$ cat config.mk
export PLATFORM = sky130hd
export DESIGN_NAME = sum_accumulator
export DESIGN_NICKNAME = d
export VERILOG_FILES = /design/src/rtl/sum_accumulator.sv
export SDC_FILE = /design/constraint.sdc
export NUM_CORES = 1
export LEC_CHECK = 0
export ABC_AREA = 1
export CAP_MARGIN = 20
export CORE_MARGIN = 2
export CORE_UTILIZATION = 30
export CTS_CLUSTER_SIZE = 12
export DETAILED_ROUTE_END_ITERATION = 10
export HOLD_SLACK_MARGIN = 0.12
export PLACE_DENSITY = 0.65
export RECOVER_POWER = 100
export SYNTH_ARGS = -nofsm -noshare
export SYNTH_HDL_FRONTEND = slang
export SYNTH_SLANG_ARGS = --single-unit
export TNS_END_PERCENT = 30
$ cat constraint.sdc
create_clock -name clk -period 4.31 [get_ports clk]
set_input_delay 0.6465 -clock clk [delete_from_list [all_inputs] [get_ports clk]]
set_output_delay 0.6465 -clock clk [all_outputs]
set_load 0.01 [all_outputs]
$ cat src/rtl/sum_accumulator.sv
// Sums COUNT adder results per group and presents the total with a sticky overflow flag.
// Result is valid the cycle after the final input; held in HOLD (in_ready low) until out_ready.
module sum_accumulator #(
  parameter int IN_WIDTH  = 4,
  parameter int COUNT     = 4,
  parameter int OUT_WIDTH = 6
) (
  input  logic                 clk,
  input  logic                 reset,
  input  logic [IN_WIDTH-1:0]  in_sum,
  input  logic                 in_valid,
  output logic                 in_ready,
  output logic [OUT_WIDTH-1:0] out_total,
  output logic                 out_overflow,
  output logic                 out_valid,
  input  logic                 out_ready
);

  localparam int CNT_W = ($clog2(COUNT) > 1) ? $clog2(COUNT) : 1;
  localparam int SUM_W = OUT_WIDTH + 1;
  localparam logic [CNT_W-1:0] CNT_LAST = CNT_W'(COUNT - 1);

  typedef enum logic {ACCUM, HOLD} state_t;

  state_t               state_q, state_d;
  logic [OUT_WIDTH-1:0] acc_q, acc_d;
  logic                 ovf_q, ovf_d;
  logic [CNT_W-1:0]     cnt_q, cnt_d;
  logic [SUM_W-1:0]     sum_ext;

  // One extra bit so the carry out of the running total is visible.
  assign sum_ext = {1'b0, acc_q} + SUM_W'(in_sum);

  always_ff @(posedge clk) begin
    if (reset) begin
      state_q <= ACCUM;
      acc_q   <= '0;
      ovf_q   <= 1'b0;
      cnt_q   <= '0;
    end else begin
      state_q <= state_d;
      acc_q   <= acc_d;
      ovf_q   <= ovf_d;
      cnt_q   <= cnt_d;
    end
  end

  always_comb begin
    state_d = state_q;
    acc_d   = acc_q;
    ovf_d   = ovf_q;
    cnt_d   = cnt_q;
    unique case (state_q)
      ACCUM: begin
        if (in_valid) begin
          acc_d = sum_ext[OUT_WIDTH-1:0];
          ovf_d = ovf_q | sum_ext[OUT_WIDTH];
          if (cnt_q == CNT_LAST) begin
            cnt_d   = '0;
            state_d = HOLD;
          end else begin
            cnt_d = cnt_q + CNT_W'(1);
          end
        end
      end
      HOLD: begin
        if (out_ready) begin
          acc_d   = '0;
          ovf_d   = 1'b0;
          state_d = ACCUM;
        end
      end
      default: state_d = ACCUM;
    endcase
  end

  // Handshake outputs decode the state register only; no input-to-output paths.
  assign in_ready     = (state_q == ACCUM);
  assign out_valid    = (state_q == HOLD);
  assign out_total    = acc_q;
  assign out_overflow = ovf_q;

endmodule

==> run_results.csv <==
group,metric,value,unit
timing,fmax,454.3,MHz
synthesis,syn_area,565.5,µm²
synthesis,synth_xor_area_share,0,%
power,p_sw_share,28.53,%
global_routing,overflow,0,
synthesis,synth_cell_type_count,16,
synthesis,synth.avg_cell_area,7.642,µm²
worst_setup_path,required,4510,ps
global_routing,antenna_found_initial,0,
floorplan,dieArea,2249,µm²
placement,hpwl,896.5,µm
power,p_comb_share,22.0,%
global_routing,first_global_vias,461,
floorplan,num_rows,15,
cts,cts_resized,0,
worst_setup_path,critPathArrivalTime,2410,ps
timing,finalMaxSlewViolations,0,
timing,maxSlewHeadroom,72.98,%
routing,vias,528,
cts,postCtsSetupBuffers,0,
synthesis,synthAdderAreaFrac,14.60,%
routing,wirelength,1164,µm
finish,layout_common_cells,"22 x nand2_1, 11 x dlygate4sd3_1, 10 x dfxtp_1",
routing,vias_per_cell,4.475,
timing,min_period_over_period,51.07,%
cts,path_clk_slew,60,ps
power,power.switching,61.81,µW
synthesis,syn_inst,74,
worst_setup_path,critPathKind,"input pin to flip-flop",
timing,worst_pin_slew,405.2,ps
finish,area_growth,34.51,%
routing,drt-initial-drc-count,12,
hold_path,hold_path_class,"flip-flop to flip-flop",
cts,h-tree-depth,1,
synthesis,synth_simple_gate_area_share,28.10,%
power,p_int,154.9,µW
worst_setup_path,crit_fanout,10,
routing,wire_per_inst,9.864,µm
timing,grt_setup_unrepaired,"false",
power,pwr-share-clk,30.1,%
placement,gp_congestion,0.6520,
synthesis,synth_top_family_by_area,"simple AND/OR/NAND/NOR gates",
power,total_power,216.7,µW
timing,skew,2.439,ps
synthesis,synth.area.top_cells,"dfxtp_1 35%, nand2_1 14%, ha_1 11%",
cts,clk_latency,270,ps
cts,tritoncts,"built",
power,ir_drop,0.1361,mV
synthesis,muxShareOfSynthArea,0,%
flow_run,max_cap_violations,0,
floorplan,core_area,1745,µm²
floorplan,ios,17,
cts,clkSinkCount,10,
worst_setup_path,crit_path_start_kind,"input pin",
synthesis,synth_warnings,0,
placement,io_buffers,16,
routing,drc,0,
worst_setup_path,crit_path_end_kind,"flip-flop",
finish,num_antenna_cells,0,
synthesis,synth_compound_area_share,14.38,%
synthesis,yosysSeqAreaShare,35.40,%
finish,layout-drive-gt1-share,7.527,%
floorplan,die_w,47.42,µm
cts,cts-hold-fix-buffers,0,
synthesis,yosysTopAreaCell,"dfxtp_1",
finish,nNetsFinal,109,
finish,layout_commonest_cell,"nand2_1",
global_routing,grt_usage,12.24,%
routing,first_pass_iters,4,
cts,root_buffer,"clkbuf_4",
power,leakagePower,0.3741,nW
synthesis,synth_top_area_share,35.40,%
synthesis,syn-num-nets,88,
synthesis,ys_ff_latch,10,
global_routing,grt_pass1_wl,1883,µm
timing,tns,0,ps
floorplan,start_util,32.40,%
routing,drt.antenna.violating_nets,0,
floorplan,die_h,47.42,µm
power,seq_power_share,48.0,%
cts,cts_buffer_depth,2,
outcome,status,"complete, no violations",
power,power_density,284.8,nW/µm²
timing,setup_viol,0,
worst_setup_path,r2r_setup_slack,2600,ps
timing,hold_viol,0,
cts,cts_buffers,3,
timing,period_minus_slack,2201,ps
global_routing,grt_max_degree,11,
[critical path, stage by stage]
cell and delay [ps]:
dlygate4sd3_1 540, nand2_1 130, clkinvlp_2 360, a21oi_1 460, nand2_1 120, a21oi_2 140
[power groups by stage]
stage,logic [mW],clock network (mW),registers [mW]
floorplan,0.0273,0,0.108
detailed placement,0.0522,0,0.106
global route,0.0539,0.0706,0.105
global placement,0.0514,0,0.106
finish,0.0476,0.0651,0.104
CTS,0.0523,0.0673,0.104
[synthesized netlist by cell type]
cell,number
ha_1,5
a21oi_2,3
o21ai_0,3
or2_0,1
inv_6,1
nand2_4,2
dfxtp_1,10
nand4_1,1
inv_1,7
nor2_1,4
nand2_1,21
a21oi_1,6
fa_1,1
nand3_1,6
o211a_1,1
inv_2,2
[stage by stage]
| stage | setup WS, ps | cells | hold WS, ps | area, µm² | utilization, % |
|---|---|---|---|---|---|
| after floorplan | 2549 | 74 | 458.7 | 565.5 | - |
| after global placement | 2059 | 115 | 473.6 | 757.0 | 43.37 |
| after detailed placement | 2030 | 115 | 476.5 | 757.0 | 43.37 |
| after CTS | 2312 | 118 | 486.3 | 779.5 | 44.66 |
| after global routing | 1961 | 118 | 518.3 | 760.7 | 43.58 |
| final | 2109 | 118 | 482.8 | 760.7 | 43.58 |
[area by class of cell]
class | instances | area [µm²]
Multi-Input combinational cell | 54 | 307.8
Sequential cell | 10 | 200.2
Tap cell | 25 | 31.28
Fill cell | 184 | 984.7
Clock buffer | 3 | 22.52
Inverter | 10 | 38.79
Timing Repair Buffer | 16 | 160.2
[kinds of logic (layout without fill, tap and decap cells)]
| kind of cell | after synthesis | after routing |
|---|---|---|
| adder cells (fa/ha/maj) | 6 | 6 |
| flip-flops | 10 | 10 |
| buffers and inverters | 10 | 29 |
| AO/OA/AOI/OAI | 13 | 13 |
| AND/OR/NAND/NOR | 35 | 35 |
[per-layer routing]
layer	vias to the layer above	part of all wire [%]	track usage (%)
li1	278	-	-
met2	10	46	18.38
met5	-	0	0
met3	5	4.6	3.774
met4	0	2.6	6.667
met1	235	47	15.60
[worst paths after layout]
path	start	endpoint	cells after the start
max	in_valid	out_total[3]	6
max reg2reg	out_valid	out_total[3]	6
min reg2reg	out_total[2]	out_total[2]	2
min	out_total[2]	out_total[2]	2
[registers in the layout, summed over array words and instances (netlist names)]
register	cells
cnt_q	2
out_overflow	1
out_total	6
out_valid	1
(Power assumes the default switching activity.)
